$ cat config.mk
export PLATFORM = sky130hd
export DESIGN_NAME = mc_port_buffer
export DESIGN_NICKNAME = d
export VERILOG_FILES = /design/src/rtl/mc_port_buffer_pkg.sv /design/src/rtl/mc_port_buffer_fifo.sv /design/src/rtl/mc_port_buffer.sv
export SDC_FILE = /design/constraint.sdc
export NUM_CORES = 2
export LEC_CHECK = 0
export CELL_PAD_IN_SITES_DETAIL_PLACEMENT = 0
export CELL_PAD_IN_SITES_GLOBAL_PLACEMENT = 1
export CORE_MARGIN = 3
export CORE_UTILIZATION = 42
export CTS_BUF_LIST = sky130_fd_sc_hd__clkbuf_8
export CTS_CLUSTER_DIAMETER = 30
export DETAILED_ROUTE_END_ITERATION = 8
export PLACE_DENSITY = 0.78
export SLEW_MARGIN = 30
export SYNTH_ARGS = -nofsm -noshare
export SYNTH_HDL_FRONTEND = slang
export SYNTH_SLANG_ARGS = --single-unit
$ cat constraint.sdc
create_clock -name clock -period 5.1 [get_ports clock]
set_input_delay 0.765 -clock clock [delete_from_list [all_inputs] [get_ports clock]]
set_output_delay 0.765 -clock clock [all_outputs]
set_load 0.05 [all_outputs]
$ cat src/rtl/mc_port_buffer_pkg.sv
// Shared encodings and entry layouts for the memory-controller port buffer.
package mc_port_buffer_pkg;

  localparam int VADR_W  = 48;
  localparam int DATA_W  = 64;
  localparam int RDCTL_W = 32;

  typedef enum logic [1:0] {
    MC_SZ_1B = 2'd0,
    MC_SZ_2B = 2'd1,
    MC_SZ_4B = 2'd2,
    MC_SZ_8B = 2'd3
  } mc_size_e;

  typedef struct packed {
    logic              ld;
    logic              st;
    mc_size_e          size;
    logic [VADR_W-1:0] vadr;
    logic [DATA_W-1:0] data;
  } req_entry_t;

  typedef struct packed {
    logic [RDCTL_W-1:0] rdctl;
    logic [DATA_W-1:0]  data;
  } rsp_entry_t;

  localparam int REQ_ENTRY_W = $bits(req_entry_t);
  localparam int RSP_ENTRY_W = $bits(rsp_entry_t);

endpackage

$ cat src/rtl/mc_port_buffer_fifo.sv
// Synchronous FIFO with occupancy count; head is visible combinationally on rd_data.
module mc_sync_fifo #(
  parameter int WIDTH = 8,
  parameter int DEPTH = 16,
  localparam int AW = $clog2(DEPTH),
  localparam int CW = AW + 1
) (
  input  logic             clock,
  input  logic             reset,
  input  logic             push,
  input  logic [WIDTH-1:0] wr_data,
  input  logic             pop,
  output logic [WIDTH-1:0] rd_data,
  output logic [CW-1:0]    count,
  output logic             full,
  output logic             empty
);

  logic [WIDTH-1:0] mem_q [DEPTH];
  logic [AW-1:0]    wr_ptr_q, wr_ptr_d;
  logic [AW-1:0]    rd_ptr_q, rd_ptr_d;
  logic [CW-1:0]    count_q, count_d;
  logic             do_push;
  logic             do_pop;

  assign full    = (count_q == CW'(DEPTH));
  assign empty   = (count_q == '0);
  assign count   = count_q;
  assign rd_data = mem_q[rd_ptr_q];

  // A push into a full FIFO still lands when the head leaves in the same cycle.
  assign do_pop  = pop && !empty;
  assign do_push = push && (!full || do_pop);

  always_comb begin
    wr_ptr_d = wr_ptr_q;
    rd_ptr_d = rd_ptr_q;
    count_d  = count_q;
    if (do_push) wr_ptr_d = wr_ptr_q + 1'b1;
    if (do_pop)  rd_ptr_d = rd_ptr_q + 1'b1;
    count_d = count_q + CW'(do_push) - CW'(do_pop);
  end

  always_ff @(posedge clock) begin
    if (reset) begin
      wr_ptr_q <= '0;
      rd_ptr_q <= '0;
      count_q  <= '0;
    end else begin
      wr_ptr_q <= wr_ptr_d;
      rd_ptr_q <= rd_ptr_d;
      count_q  <= count_d;
    end
  end

  // Payload storage is deliberately left uninitialised by reset.
  always_ff @(posedge clock) begin
    if (do_push) mem_q[wr_ptr_q] <= wr_data;
  end

endmodule

$ cat src/rtl/mc_port_buffer.sv
// In-order request buffer toward the memory controller with credit-limited loads
// and a response buffer returning read data downstream.
module mc_port_buffer
  import mc_port_buffer_pkg::*;
#(
  parameter int DEPTH = 16,
  parameter int SKID  = 6
) (
  input  logic               clock,
  input  logic               reset,
  input  logic               req_valid,
  output logic               req_ready,
  input  logic               req_ld,
  input  logic               req_st,
  input  logic [1:0]         req_size,
  input  logic [VADR_W-1:0]  req_vadr,
  input  logic [DATA_W-1:0]  req_data,
  output logic               mc_req_ld,
  output logic               mc_req_st,
  output logic [1:0]         mc_req_size,
  output logic [VADR_W-1:0]  mc_req_vadr,
  output logic [DATA_W-1:0]  mc_req_wrd_rdctl,
  input  logic               mc_rd_rq_stall,
  input  logic               mc_wr_rq_stall,
  input  logic               mc_rsp_push,
  input  logic [DATA_W-1:0]  mc_rsp_data,
  input  logic [RDCTL_W-1:0] mc_rsp_rdctl,
  output logic               mc_rsp_stall,
  output logic               rsp_valid,
  input  logic               rsp_ready,
  output logic [DATA_W-1:0]  rsp_data,
  output logic [RDCTL_W-1:0] rsp_rdctl,
  output logic               idle
);

  localparam int CW = $clog2(DEPTH) + 1;

  req_entry_t             req_wr_entry;
  req_entry_t             req_head;
  logic [REQ_ENTRY_W-1:0] req_head_bits;
  logic [CW-1:0]          req_count;
  logic                   req_full, req_empty, req_push;

  rsp_entry_t             rsp_head;
  logic [RSP_ENTRY_W-1:0] rsp_head_bits;
  logic [CW-1:0]          rsp_count;
  logic                   rsp_full, rsp_empty, rsp_pop;

  req_entry_t             mc_out_q, mc_out_d;
  logic [CW-1:0]          outstanding_q, outstanding_d;
  logic                   rsp_stall_q, rsp_stall_d;
  logic                   ready_en_q, ready_en_d;

  logic [CW:0]            credit_used;
  logic                   credit_ok, ld_go, st_go, issue, rsp_dec;

  // Handshakes: a transfer happens on a rising edge where valid && ready are both
  // high; valid never waits on ready and the head/payload is stable while valid.
  assign req_ready = !req_full && ready_en_q && !reset;
  assign req_push  = req_valid && req_ready;

  assign req_wr_entry = '{ld: req_ld, st: req_st, size: mc_size_e'(req_size),
                          vadr: req_vadr, data: req_data};
  assign req_head = req_head_bits;

  mc_sync_fifo #(.WIDTH(REQ_ENTRY_W), .DEPTH(DEPTH)) u_req_fifo (
    .clock   (clock),
    .reset   (reset),
    .push    (req_push),
    .wr_data (req_wr_entry),
    .pop     (issue),
    .rd_data (req_head_bits),
    .count   (req_count),
    .full    (req_full),
    .empty   (req_empty)
  );

  assign rsp_valid = !rsp_empty && !reset;
  assign rsp_pop   = rsp_valid && rsp_ready;
  assign rsp_head  = rsp_head_bits;
  assign rsp_data  = rsp_head.data;
  assign rsp_rdctl = rsp_head.rdctl;

  mc_sync_fifo #(.WIDTH(RSP_ENTRY_W), .DEPTH(DEPTH)) u_rsp_fifo (
    .clock   (clock),
    .reset   (reset),
    .push    (mc_rsp_push),
    .wr_data ({mc_rsp_rdctl, mc_rsp_data}),
    .pop     (rsp_pop),
    .rd_data (rsp_head_bits),
    .count   (rsp_count),
    .full    (rsp_full),
    .empty   (rsp_empty)
  );

  // A load may only go out if its response is guaranteed a slot in the response FIFO.
  assign credit_used = {1'b0, outstanding_q} + {1'b0, rsp_count};
  assign credit_ok   = credit_used < (CW+1)'(DEPTH);
  assign ld_go       = !req_empty && req_head.ld && !mc_rd_rq_stall && credit_ok;
  assign st_go       = !req_empty && !req_head.ld && !mc_wr_rq_stall;
  assign issue       = ld_go || st_go;
  assign rsp_dec     = mc_rsp_push && (outstanding_q != '0);

  always_comb begin
    mc_out_d      = '0;
    outstanding_d = outstanding_q;
    rsp_stall_d   = (rsp_count >= CW'(DEPTH - SKID));
    ready_en_d    = 1'b1;
    if (issue) mc_out_d = req_head;
    case ({ld_go, rsp_dec})
      2'b10:   outstanding_d = outstanding_q + 1'b1;
      2'b01:   outstanding_d = outstanding_q - 1'b1;
      default: outstanding_d = outstanding_q;
    endcase
  end

  always_ff @(posedge clock) begin
    if (reset) begin
      mc_out_q      <= '0;
      outstanding_q <= '0;
      rsp_stall_q   <= 1'b0;
      ready_en_q    <= 1'b0;
    end else begin
      mc_out_q      <= mc_out_d;
      outstanding_q <= outstanding_d;
      rsp_stall_q   <= rsp_stall_d;
      ready_en_q    <= ready_en_d;
    end
  end

  assign mc_req_ld        = mc_out_q.ld && !reset;
  assign mc_req_st        = mc_out_q.st && !reset;
  assign mc_req_size      = reset ? 2'b00 : mc_out_q.size;
  assign mc_req_vadr      = reset ? '0 : mc_out_q.vadr;
  assign mc_req_wrd_rdctl = reset ? '0 : mc_out_q.data;
  assign mc_rsp_stall     = rsp_stall_q && !reset;

  assign idle = req_empty && (outstanding_q == '0) && rsp_empty &&
                !mc_out_q.ld && !mc_out_q.st;

  a_rsp_overflow: assert property (@(posedge clock) disable iff (reset)
    !(mc_rsp_push && rsp_full && !rsp_pop));

  a_outstanding_underflow: assert property (@(posedge clock) disable iff (reset)
    !(mc_rsp_push && (outstanding_q == '0)));

endmodule

* Word-level counts from Yosys, hierarchy flattened
Memories as Yosys holds them, arrays and structs flattened. A register that Yosys moved wholly into a read port is not among the register bits.
Index checks and enable logic that the tools add are counted.
** Cells by class
- $add $sub $neg :: 11
- Multipliers :: 0
- Divide/modulo/power cells :: 0
- Magnitude comparators :: 2
- Equality and inequality tests :: 4
- Shift operators :: 0
- Muxes and demuxes :: 13
- Bitwise operators :: 1
- Reductions and logical operators :: 41
** Operators with widths (count)
- $mux W64 :: 1
- $mux W48 :: 1
- $logic_and A1 B1 Y1 :: 22
- $add A4 B1 Y4 const B :: 4
- $mux W4 :: 4
- $logic_not A5 Y1 :: 3
- $add A5 B1 Y5 :: 2
- $eq A5 B5 Y1 const B :: 2
- $logic_not A1 Y1 :: 10
- $pmux W5 S2 :: 1
- $sub A5 B1 Y5 :: 2
- $add A5 B5 Y6 :: 1
- $lt A6 B5 Y1 const B :: 1
- $add A5 B1 Y5 const B :: 1
- $ge A5 B4 Y1 const B :: 1
- $mux W1 :: 5
- $reduce_bool A5 Y1 :: 1
- $sub A5 B1 Y5 const B :: 1
- $logic_or A1 B1 Y1 :: 3
- $eq A2 B1 Y1 const B :: 1
- $eq A2 B2 Y1 const B :: 1
- $mux W2 :: 1
- $reduce_bool A2 Y1 :: 1
- $reduce_or A2 Y1 :: 1
- $not A1 Y1 :: 1
** Storage, ports and cells
- Register bits :: 149
- Bits in latches :: 0
- RAM bits :: 3392
- Memory bits (read-only) :: 0
- Input bits :: 219
- Output and inout bits :: 216
- Logic and storage cells :: 88
- Memories kept :: 2
** Memory list
- u_req_fifo.mem_q :: depth 16, bits a word 116, read ports 1, clocked after memory_dff 1, write ports 1, line mc_port_buffer_fifo.sv:19 : logic [WIDTH-1:0] mem_q [DEPTH];
- u_rsp_fifo.mem_q :: depth 16, bits a word 96, read ports 1, clocked after memory_dff 1, write ports 1, line mc_port_buffer_fifo.sv:19

* Longest topological paths before layout
- Depth after elaboration :: 11
- Mapped depth :: 16
- Mapped depth without buffers :: 16

* By module
A second synthesis with hierarchy kept.
** Second synthesis, totals
- Cell total of the unflattened synthesis :: 5838
- Area, all modules :: 133566.9 um2
** By module, submodules not included
- mc_sync_fifo at u_req_fifo :: times used 1, cells an instance 2938, area an instance 70465.1 um2, sequential area each 56073.8 um2
- mc_sync_fifo at u_rsp_fifo :: times used 1, cells an instance 2452, area an instance 58264.6 um2, sequential area each 46464.6 um2
- mc_port_buffer :: times used 1, cells an instance 448, area an instance 4837.1 um2, sequential area each 2462.4 um2

* Worst setup path before layout
No wires, ideal clock.
- Path kind :: input port to flip-flop
- From :: input reset
- To :: memory u_req_fifo.mem_q[0][0] in the netlist's numbering, enable pin
- Library setup time :: 0.488 ns
- Arrival :: 4.433 ns
- Data required time :: 4.612 ns
- Path slack :: 0.178 ns
- Stages :: 3
- Path buffers :: 0
- Cells stage by stage :: nor4b_2 -> nor3b_1 -> and2_1
** On the way
- Cells in the longest elaborated chain, start to end :: 6
** Ends and longest elaborated chain
- from (decl) :: line mc_port_buffer.sv:10 : input logic reset,
- $logic_not A1 Y1 :: line mc_port_buffer.sv:59 : assign req_ready = !req_full && ready_en_q && !reset;
- $logic_and A1 B1 Y1 :: line mc_port_buffer.sv:59
- $logic_and A1 B1 Y1 :: line mc_port_buffer.sv:60 : assign req_push = req_valid && req_ready;
- $logic_and A1 B1 Y1 :: line mc_port_buffer_fifo.sv:33 : assign do_push = push && (!full || do_pop);
- $mux W1 :: line mc_port_buffer_fifo.sv:58 : if (do_push) mem_q[wr_ptr_q] <= wr_data;
- $mux W1 (not written as such) :: line mc_port_buffer_fifo.sv:58
- to (decl) :: line mc_port_buffer_fifo.sv:19
Every way passes these cells.

==> results.toml <==
[logic_synthesis]
synth_area_per_cell_um2 = 24.90
synth_seq_cells = 3549
synth_top_area_share_pct = 76.62
ys_types = 40
synth_ff_type = "edfxtp_1"
yosys_warnings = 0
ys_seq_area_share_pct = 78.98
synth.area.top_cells = "edfxtp_1 (77%), mux4_2 (18%), dfxtp_1 (2.4%), nor2b_1 (1.1%), clkbuf_1 (0.51%)"
synth_edf_count = 3392
synth_cells = 5340
syn_area_um2 = 132900
syn_nets = 5595
yosys.area.top_type = "edfxtp_1"
async_flop_share_pct = 0

[cts]
cts_buffer_depth = 4
postCtsSetupRepairBufs = 0
htree_levels = 6
numCtsBuffers = 638
clkSinkCount = 3549
insertion_delay_ps = 1150
path_clk_slew_ps = 50
cts_tree = "yes"
cts_root_buffer = "clkbuf_8"

[detailed_routing]
detail_route.first_pass.iterations = 5
vias = 61225
wirelength_um = 306300
wl_per_cell_um = 27.82
via_per_inst = 5.561
dr.first_iter.drc_count = 6767
route.detailed.drc = 0
final_antenna_net_count = 0

[flow_run]
drv_cap = 0

[grt]
grt_pass1_wl_um = 444900
grt_pass1_vias = 64607
antenna_found_initial = 88
grt_overflow_total = 0
grt_max_degree = 121
grtUsageTotal_pct = 18.72

[timing]
setup_violations = 0
fin_worst_skew_ps = 63.02
finalCritPeriodShare_pct = 95.72
tns_ps = 0
slew_violations = 0
max_slew_margin_pct = 23.79
period_needed_ps = 4882
rsz0062_at_grt = "no"
max_freq_mhz = 204.9
worst_pin_slew_ps = 1143
final-hold-violation-count = 0

[setup_path]
required_ps = 4340
worst-path-max-fanout = 50
crit_path_end_kind = "primary output"
path_class = "reg2out"
worstPathArrival_ps = 4120
cp-start-kind = "register"
r2r_slack_ps = 1200

[final_layout]
final_nets = 6566
final_core_util_pct = 50.05
layout_common_cells = "edfxtp_1 (3392), mux4_2 (1060), clkbuf_8 (668), clkdlybuf4s50_1 (396), nor2b_1 (239)"
layout_commonest_cell = "edfxtp_1"
fill_cells = 24125
drive_gt1_share_pct = 32.47
syn_to_final_growth_pct = 18.00

[power_and_ir_drop]
cellLeakagePower_nw = 48.62
worst_ir_drop_vdd_v = 0.0003886
p_per_area_nw_per_um2 = 458.7
total_power_mw = 71.96

[place]
dp_hpwl_um = 163600
gp_congestion = 0.7529
port_buffers = 434

[floorplanning]
core_um2 = 313400
rows = 205
die_w_um = 568.6
start_util_pct = 42.41
die_y_um = 568.6
io-pin-count = 435
fp.dieArea_um2 = 323300

[min_path]
hp-class = "in2reg"
min-delay-start = "reset"

[outcome]
run_status = "complete, no violations"
==> sequential cells by signal (all words and copies together) (netlist names), named ones only <==
name,count
u_req_fifo.rd_ptr_q,4
u_req_fifo.mem_q,1856
u_rsp_fifo.wr_ptr_q,4
u_rsp_fifo.rd_ptr_q,4
u_req_fifo.wr_ptr_q,4
u_rsp_fifo.mem_q,1536
outstanding_q,5
u_req_fifo.count,5
ready_en_q,1
u_rsp_fifo.count,5
mc_out_q,116
rsp_stall_q,1
==> Yosys cell counts, types with 4 or more instances <==
| library cell | number |
|---|---|
| a21oi_1 | 11 |
| clkbuf_1 | 180 |
| mux4_2 | 1060 |
| o21ai_0 | 5 |
| buf_2 | 13 |
| nand2_1 | 11 |
| dfxtp_1 | 157 |
| nor3_1 | 5 |
| xor2_1 | 8 |
| edfxtp_1 | 3392 |
| ha_1 | 33 |
| xnor2_1 | 10 |
| and2_1 | 32 |
| buf_1 | 67 |
| nor2_1 | 44 |
| nor2b_1 | 239 |
| inv_1 | 26 |
| and3_1 | 4 |
| buf_4 | 6 |
==> worst max-delay path: stages, from the launching register on <==
cell and delay [ps]:
dfxtp_4 650, buf_12 410, mux4_2 570, mux4_2 490
clkdlybuf4s50_1 820
==> layer usage <==
metal / track usage (%) / up-vias / routed length, um
met4: 5.268 / 96 / 7120
met1: 24.05 / 32788 / 116000
met3: 6.535 / 617 / 31660
met5: 0 / - / 608
li1: - / 25059 / -
met2: 30.30 / 2665 / 150900
==> cell families (layout without fill, tap and decap cells) <==
logic type               count (synthesis)  count (layout)  synth area share (%)
flip-flops                            3549            3549                 78.98
multiplexers                          1063            1063                 17.98
AND/OR/NAND/NOR                        356             356                 1.589
buffers and inverters                  292            1792                0.8536
adder cells (fa/ha/maj)                 36              36                0.3558
AO/OA/AOI/OAI                           26              26                0.1176
XOR/XNOR                                18              18                0.1186
other                                    0              30                     0
==> final timing paths <==
kind                 endpoint  cells after the start
max              rsp_data[16]                      4
min          outstanding_q[2]                      3
max reg2reg  outstanding_q[4]                     12
min reg2reg          register                      2
==> stage by stage <==
stage          setup WS [ps]  hold slack (ps)  cells  area (um^2)
2_1_floorplan          178.5            468.9   5340       132900
3_3_place_gp           903.4            481.6   9809       143700
3_5_place_dp            1113            502.7   9811       143700
4_1_cts                3.158            191.7  10980       156800
5_1_grt               0.7989            261.8  10985       156800
6_report               218.5            329.9  11010       156900
==> layout make-up <==
cell class | instances | area (um^2) | area share (%)
antenna | 30 | 75.07 | 0.04786
clock buffer | 668 | 9194 | 5.861
clock inverter | 501 | 3864 | 2.463
inverter | 26 | 97.59 | 0.06222
multi-input combinational | 1499 | 26900 | 17.15
sequential | 3549 | 105000 | 66.96
tap | 4140 | 5180 | 3.302
timing repair buffer | 597 | 6523 | 4.158
==> where the power goes <==
part	switching [mW]	leakage [nW]	internal, mW
Sequential	0.342	31.9	32.6
Clock	12.1	7.16	14.6
Combinational	6.32	9.60	5.99
Total	18.7	48.6	53.2
==> repair_timing <==
| action | CTS | global route |
|---|---|---|
| hold buffers | 0 | 0 |
| setup endpoints to repair | 9 | 1 |
| resized for setup | 3 | 1 |
(Power assumes the default switching activity.)
